===== src/rtl/serdes_tx_arbiter.sv =====
// serdes_tx_arbiter: round-robin arbiter sharing one byte-wide PISO serializer among N byte sources.
// Optional macro ARB_PRIO0_EN: requester 0 always wins IDLE arbitration when it is valid.
module serdes_tx_arbiter #(
    parameter int N         = 4,
    parameter int MAX_BURST = 4,
    parameter int IDW       = 2
) (
    input  logic             pclk_i,
    input  logic             rst_i,
    input  logic [8*N-1:0]   req_data_i,
    input  logic [N-1:0]     req_valid_i,
    output logic [N-1:0]     req_ready_o,
    output logic [7:0]       data_o,
    output logic             valid_o,
    input  logic             ready_i,
    output logic [N-1:0]     grant_o,
    output logic [IDW-1:0]   gid_o,
    output logic             busy_o
);
    // state   | meaning
    // ST_IDLE | no grant; arbitrate among valid requesters
    // ST_BUSY | streaming bytes from requester r_gidx
    typedef enum logic {ST_IDLE = 1'b0, ST_BUSY = 1'b1} state_t;

    localparam logic [7:0] LAST_CNT = 8'(MAX_BURST - 1);
`ifdef ARB_PRIO0_EN
    localparam bit PRIO0 = 1'b1;
`else
    localparam bit PRIO0 = 1'b0;
`endif

    state_t         r_state;
    state_t         w_state_nxt;
    logic [IDW-1:0] r_ptr;
    logic [IDW-1:0] w_ptr_nxt;
    logic [IDW-1:0] r_gidx;
    logic [IDW-1:0] w_gidx_nxt;
    logic [7:0]     r_burst_cnt;
    logic [7:0]     w_burst_cnt_nxt;
    logic [7:0]     r_data;
    logic           r_valid;
    logic [IDW-1:0] r_gid;

    logic [IDW-1:0] w_pick;
    logic [IDW-1:0] w_cand;
    logic           w_pick_vld;
    logic [7:0]     w_gdata;
    logic           w_gvalid;
    logic           w_slot_free;
    logic           w_xfer;

    // Search order starts just after the last released requester.
    always_comb begin
        w_pick     = '0;
        w_pick_vld = 1'b0;
        w_cand     = '0;
        for (int i = 1; i <= N; i++) begin
            w_cand = IDW'((int'(r_ptr) + i) % N);
            if (!w_pick_vld && req_valid_i[w_cand]) begin
                w_pick     = w_cand;
                w_pick_vld = 1'b1;
            end
        end
        if (PRIO0 && req_valid_i[0]) begin
            w_pick     = '0;
            w_pick_vld = 1'b1;
        end
    end

    always_comb begin
        w_gdata  = '0;
        w_gvalid = 1'b0;
        for (int k = 0; k < N; k++) begin
            if (r_gidx == IDW'(k)) begin
                w_gdata  = req_data_i[8*k +: 8];
                w_gvalid = req_valid_i[k];
            end
        end
    end

    assign w_slot_free = !r_valid || ready_i;
    assign w_xfer      = (r_state == ST_BUSY) && w_gvalid && w_slot_free;

    always_comb begin
        req_ready_o = '0;
        grant_o     = '0;
        if (r_state == ST_BUSY) begin
            grant_o[r_gidx]     = 1'b1;
            req_ready_o[r_gidx] = w_slot_free;
        end
    end

    always_comb begin
        w_state_nxt     = r_state;
        w_ptr_nxt       = r_ptr;
        w_gidx_nxt      = r_gidx;
        w_burst_cnt_nxt = r_burst_cnt;
        case (r_state)
            ST_IDLE: begin
                if (w_pick_vld) begin
                    w_state_nxt     = ST_BUSY;
                    w_gidx_nxt      = w_pick;
                    w_burst_cnt_nxt = '0;
                end
            end
            ST_BUSY: begin
                if (!w_gvalid) begin
                    w_state_nxt     = ST_IDLE;
                    w_ptr_nxt       = r_gidx;
                    w_burst_cnt_nxt = '0;
                end else if (w_xfer) begin
                    if (r_burst_cnt == LAST_CNT) begin
                        w_state_nxt     = ST_IDLE;
                        w_ptr_nxt       = r_gidx;
                        w_burst_cnt_nxt = '0;
                    end else begin
                        w_burst_cnt_nxt = r_burst_cnt + 8'd1;
                    end
                end
            end
            default: w_state_nxt = ST_IDLE;
        endcase
    end

    always_ff @(posedge pclk_i) begin
        if (rst_i) begin
            r_state     <= ST_IDLE;
            r_ptr       <= IDW'(N - 1);
            r_gidx      <= '0;
            r_burst_cnt <= '0;
        end else begin
            r_state     <= w_state_nxt;
            r_ptr       <= w_ptr_nxt;
            r_gidx      <= w_gidx_nxt;
            r_burst_cnt <= w_burst_cnt_nxt;
        end
    end

    // Output register drains on its own, so valid_o may still be high in IDLE.
    always_ff @(posedge pclk_i) begin
        if (rst_i) begin
            r_data  <= '0;
            r_valid <= 1'b0;
            r_gid   <= '0;
        end else if (w_xfer) begin
            r_data  <= w_gdata;
            r_valid <= 1'b1;
            r_gid   <= r_gidx;
        end else if (ready_i) begin
            r_valid <= 1'b0;
        end
    end

    assign data_o  = r_data;
    assign valid_o = r_valid;
    assign gid_o   = r_gid;
    assign busy_o  = (r_state == ST_BUSY);

endmodule


===== config.mk =====
export PLATFORM = sky130hd
export DESIGN_NAME = serdes_tx_arbiter
export DESIGN_NICKNAME = d
export VERILOG_FILES = /design/src/rtl/serdes_tx_arbiter.sv
export SDC_FILE = /design/constraint.sdc
export NUM_CORES = 1
export LEC_CHECK = 0
export ABC_AREA = 1
export BUFFER_PORTS_ARGS = -buffer_cell sky130_fd_sc_hd__buf_4
export CORE_MARGIN = 4
export CORE_UTILIZATION = 40
export CTS_CLUSTER_SIZE = 20
export DETAILED_ROUTE_END_ITERATION = 6
export GPL_TIMING_DRIVEN = 0
export MAX_ROUTING_LAYER = met4
export PLACE_DENSITY_LB_ADDON = 0.3
export SETUP_SLACK_MARGIN = 0.02
export SLEW_MARGIN = 20
export SYNTH_ARGS = -nofsm -noshare
export SYNTH_HDL_FRONTEND = slang
export SYNTH_SLANG_ARGS = --single-unit

===== constraint.sdc =====
create_clock -name pclk_i -period 1.9 [get_ports pclk_i]
set_clock_uncertainty 0.15 [all_clocks]
set_input_delay 0.095 -clock pclk_i [delete_from_list [all_inputs] [get_ports pclk_i]]
set_output_delay 0.095 -clock pclk_i [all_outputs]
set_load 0.02 [all_outputs]

==> results.json <==
{
  "status": "complete, no violations",
  "synth_cell_types": 32,
  "slew_headroom_pct": 59.83,
  "synth_cells": 280,
  "ys_ff_latch": 24,
  "layoutNonFillerInstCount": 396,
  "drc": 0,
  "synth_top_area_cell": "dfxtp_1",
  "rsz0062_at_grt": "yes",
  "grt_pass1_vias": 1882,
  "p_comb_share_pct": 62.0,
  "tightest_slew_ns": 0.6020,
  "synth_area_mm2": 0.001733,
  "synth_area_per_cell_um2": 6.189,
  "critPathRequiredTime_ns": 1.65,
  "crit_type": "register to output port",
  "cts_root_buffer": "clkbuf_8",
  "start_kind": "register",
  "critPathArrivalTime_ns": 1.58,
  "cp_max_fo": 10,
  "synth-edff-count": 0,
  "slew_viol_final": 0,
  "wl_per_cell_um": 13.19,
  "yosysTopAreaCellShare_pct": 27.73,
  "cts_buffer_depth": 2,
  "dr.pass1.iters": 4,
  "grt_usage_pct": 19.24,
  "hpwl_mm": 3.813,
  "p_switching_w": 0.001642,
  "num_rows": 23,
  "wl_mm": 5.224,
  "clkPwrFrac_pct": 14.1,
  "swShare_pct": 49.93,
  "yosysWarnings": 0,
  "power_density_mw_per_mm2": 1395,
  "fp.dieW_um": 73.82,
  "p_leak_nw": 1.144,
  "antenna_cells": 0,
  "reg2reg_depth": 10,
  "grt-ovfl-total": 0,
  "viasPerCell": 5.280,
  "drv_cap": 0,
  "grt_max_degree": 15,
  "setup_viol": 0,
  "hold_viol_final": 0,
  "post-route-min-period_ns": 1.821,
  "first_iter_violations": 192,
  "antenna_found_initial": 0,
  "async_reset_ff_share_pct": 0,
  "syn_nets": 320,
  "clkSinkCount": 24,
  "io_buffers": 57,
  "power_w": 0.003288,
  "p_int_w": 0.001646,
  "drtAntennaViolNets": 0,
  "cts_made_buffers": 3,
  "gp_congestion": 0.7825,
  "num_io_pins": 59,
  "cts_tree": "done",
  "grt_first_pass_wirelength_mm": 8.142,
  "core_area_mm2": 0.004086,
  "ys_seq_area_share_pct": 27.73,
  "die_h_um": 73.82,
  "start_util_pct": 42.41,
  "drive_above_1_share_pct": 28.61,
  "place_inst": 387,
  "min_path_cells": 5,
  "ys.flop_type": "dfxtp_1",
  "nNetsFinal": 387,
  "path_clk_slew_ns": 0.10,
  "area_growth_pct": 36.03,
  "endpoint_kind": "output port",
  "final.setup.tns_ns": 0,
  "pwr-share-seq_pct": 23.8,
  "hp-class": "primary input to register",
  "dieArea_mm2": 0.005449,
  "final_util_pct": 57.69,
  "max-vdd-ir-drop_v": 0.0007213,
  "clkLatencyLatePin_ns": 0.28,
  "num_vias": 2091,
  "fmax_mhz": 549.2,
  "cts_setup_buffers": 0,
  "yosys-top-cells-area": "dfxtp_1 (28%), nand2_1 (22%), nand3_1 (8.4%)",
  "h-tree-depth": 1,
  "min_period_over_period_pct": 95.83
}
==> stage by stage <==
stage	worst slack, ns	cell area, um2	hold slack [ns]
floorplan	0.2260	1733	0.1461
global placement	0.07009	2223	0.1898
finish	0.07919	2357	0.04253
CTS	-0.04662	2325	0.04842
global route	0.002258	2357	0.06617
detailed placement	0.05349	2223	0.1891
==> layout make-up <==
cell class / count / area (um2)
buffer: 8 / 47.55
clock buffer: 3 / 41.29
clock inverter: 1 / 30.03
fill: 417 / 1729
inverter: 28 / 112.6
multi-input combinational: 222 / 1121
sequential: 24 / 484.2
tap: 50 / 62.56
timing repair buffer: 60 / 457.9
==> sequential cells by signal, indices dropped and copies added (netlist names) <==
register	flops
busy_o	1
data_o	8
gid_o	2
r_burst_cnt	8
r_gidx	2
r_ptr	2
valid_o	1
==> power by group through the flow <==
stage	sequential [W]	combinational (W)	clock, W
after CTS	0.000763	0.00198	0.000467
after global routing	0.000804	0.00224	0.000489
after floorplan	0.000853	0.00130	0
final	0.000784	0.00204	0.000465
after detailed placement	0.000771	0.00197	0
after global placement	0.000771	0.00194	0
==> routing by layer <==
layer  GRT usage (%)  vias up  wire length (um)
met5               -        -                 0
li1                -     1048                 -
met4           6.439        0               111
met2           31.59       92              2532
met3           3.146       12               426
met1           23.83      939              2153
==> logic make-up after synthesis <==
group                      share of synthesized area (%)
AOI/OAI and AO/OA                                  10.18
xor gates and xnor gates                           1.011
adders and majority gates                         0.7219
buffers and inverters                              9.097
DFF                                                27.73
and+or+nand+nor                                    51.26
==> worst paths after layout <==
path,end,slack [ns],from
max,req_ready_o[1],0.08,busy_o
min,data_o[3],0.04,req_data_i[19]
max reg2reg,r_burst_cnt[1],0.14,r_ptr[0]
min reg2reg,data_o[0],0.32,data_o[0]
==> placed cells by master, fill, tap and decap left out, types with 2 or more instances in the layout <==
master | synthesis | routed
dfxtp_1 | 24 | 21
nor2_4 | 1 | 2
inv_2 | 4 | 4
dfxtp_2 | 0 | 3
nand2_1 | 101 | 101
nand2_2 | 6 | 7
nor2_2 | 2 | 2
nand3_1 | 29 | 29
clkbuf_8 | 0 | 3
a21oi_1 | 15 | 15
o21ai_0 | 8 | 8
nor2_1 | 24 | 23
clkbuf_2 | 0 | 2
nand4_1 | 10 | 10
nor3_1 | 4 | 4
a21oi_2 | 2 | 2
nand2_4 | 4 | 4
buf_4 | 2 | 59
inv_1 | 22 | 22
dlygate4sd3_1 | 0 | 3
o211ai_1 | 3 | 3
clkbuf_1 | 5 | 3
==> Yosys cell counts, drive strengths merged, types with 3 or more instances <==
| cell | n |
|---|---|
| o21ai | 8 |
| nand3 | 30 |
| inv | 27 |
| a21oi | 17 |
| nor3 | 4 |
| buf | 3 |
| o211ai | 4 |
| clkbuf | 5 |
| nand4 | 11 |
| nand2 | 112 |
| dfxtp | 24 |
| nor2 | 28 |
==> worst max-delay path, stage by stage, from the launching register on <==
cell and delay, ns:
dfxtp_1 0.42, inv_1 0.19, clkbuf_1 0.27, nor3_1 0.25, buf_4 0.18
==> timing repair <==
item	CTS	global route
gates resized for setup	0	9
hold buffers	3	0
endpoints found under the setup margin	3	25
hold endpoints to repair	7	0
pin swaps	0	2
cloned	0	2
Power figures use the tool's default switching activity.
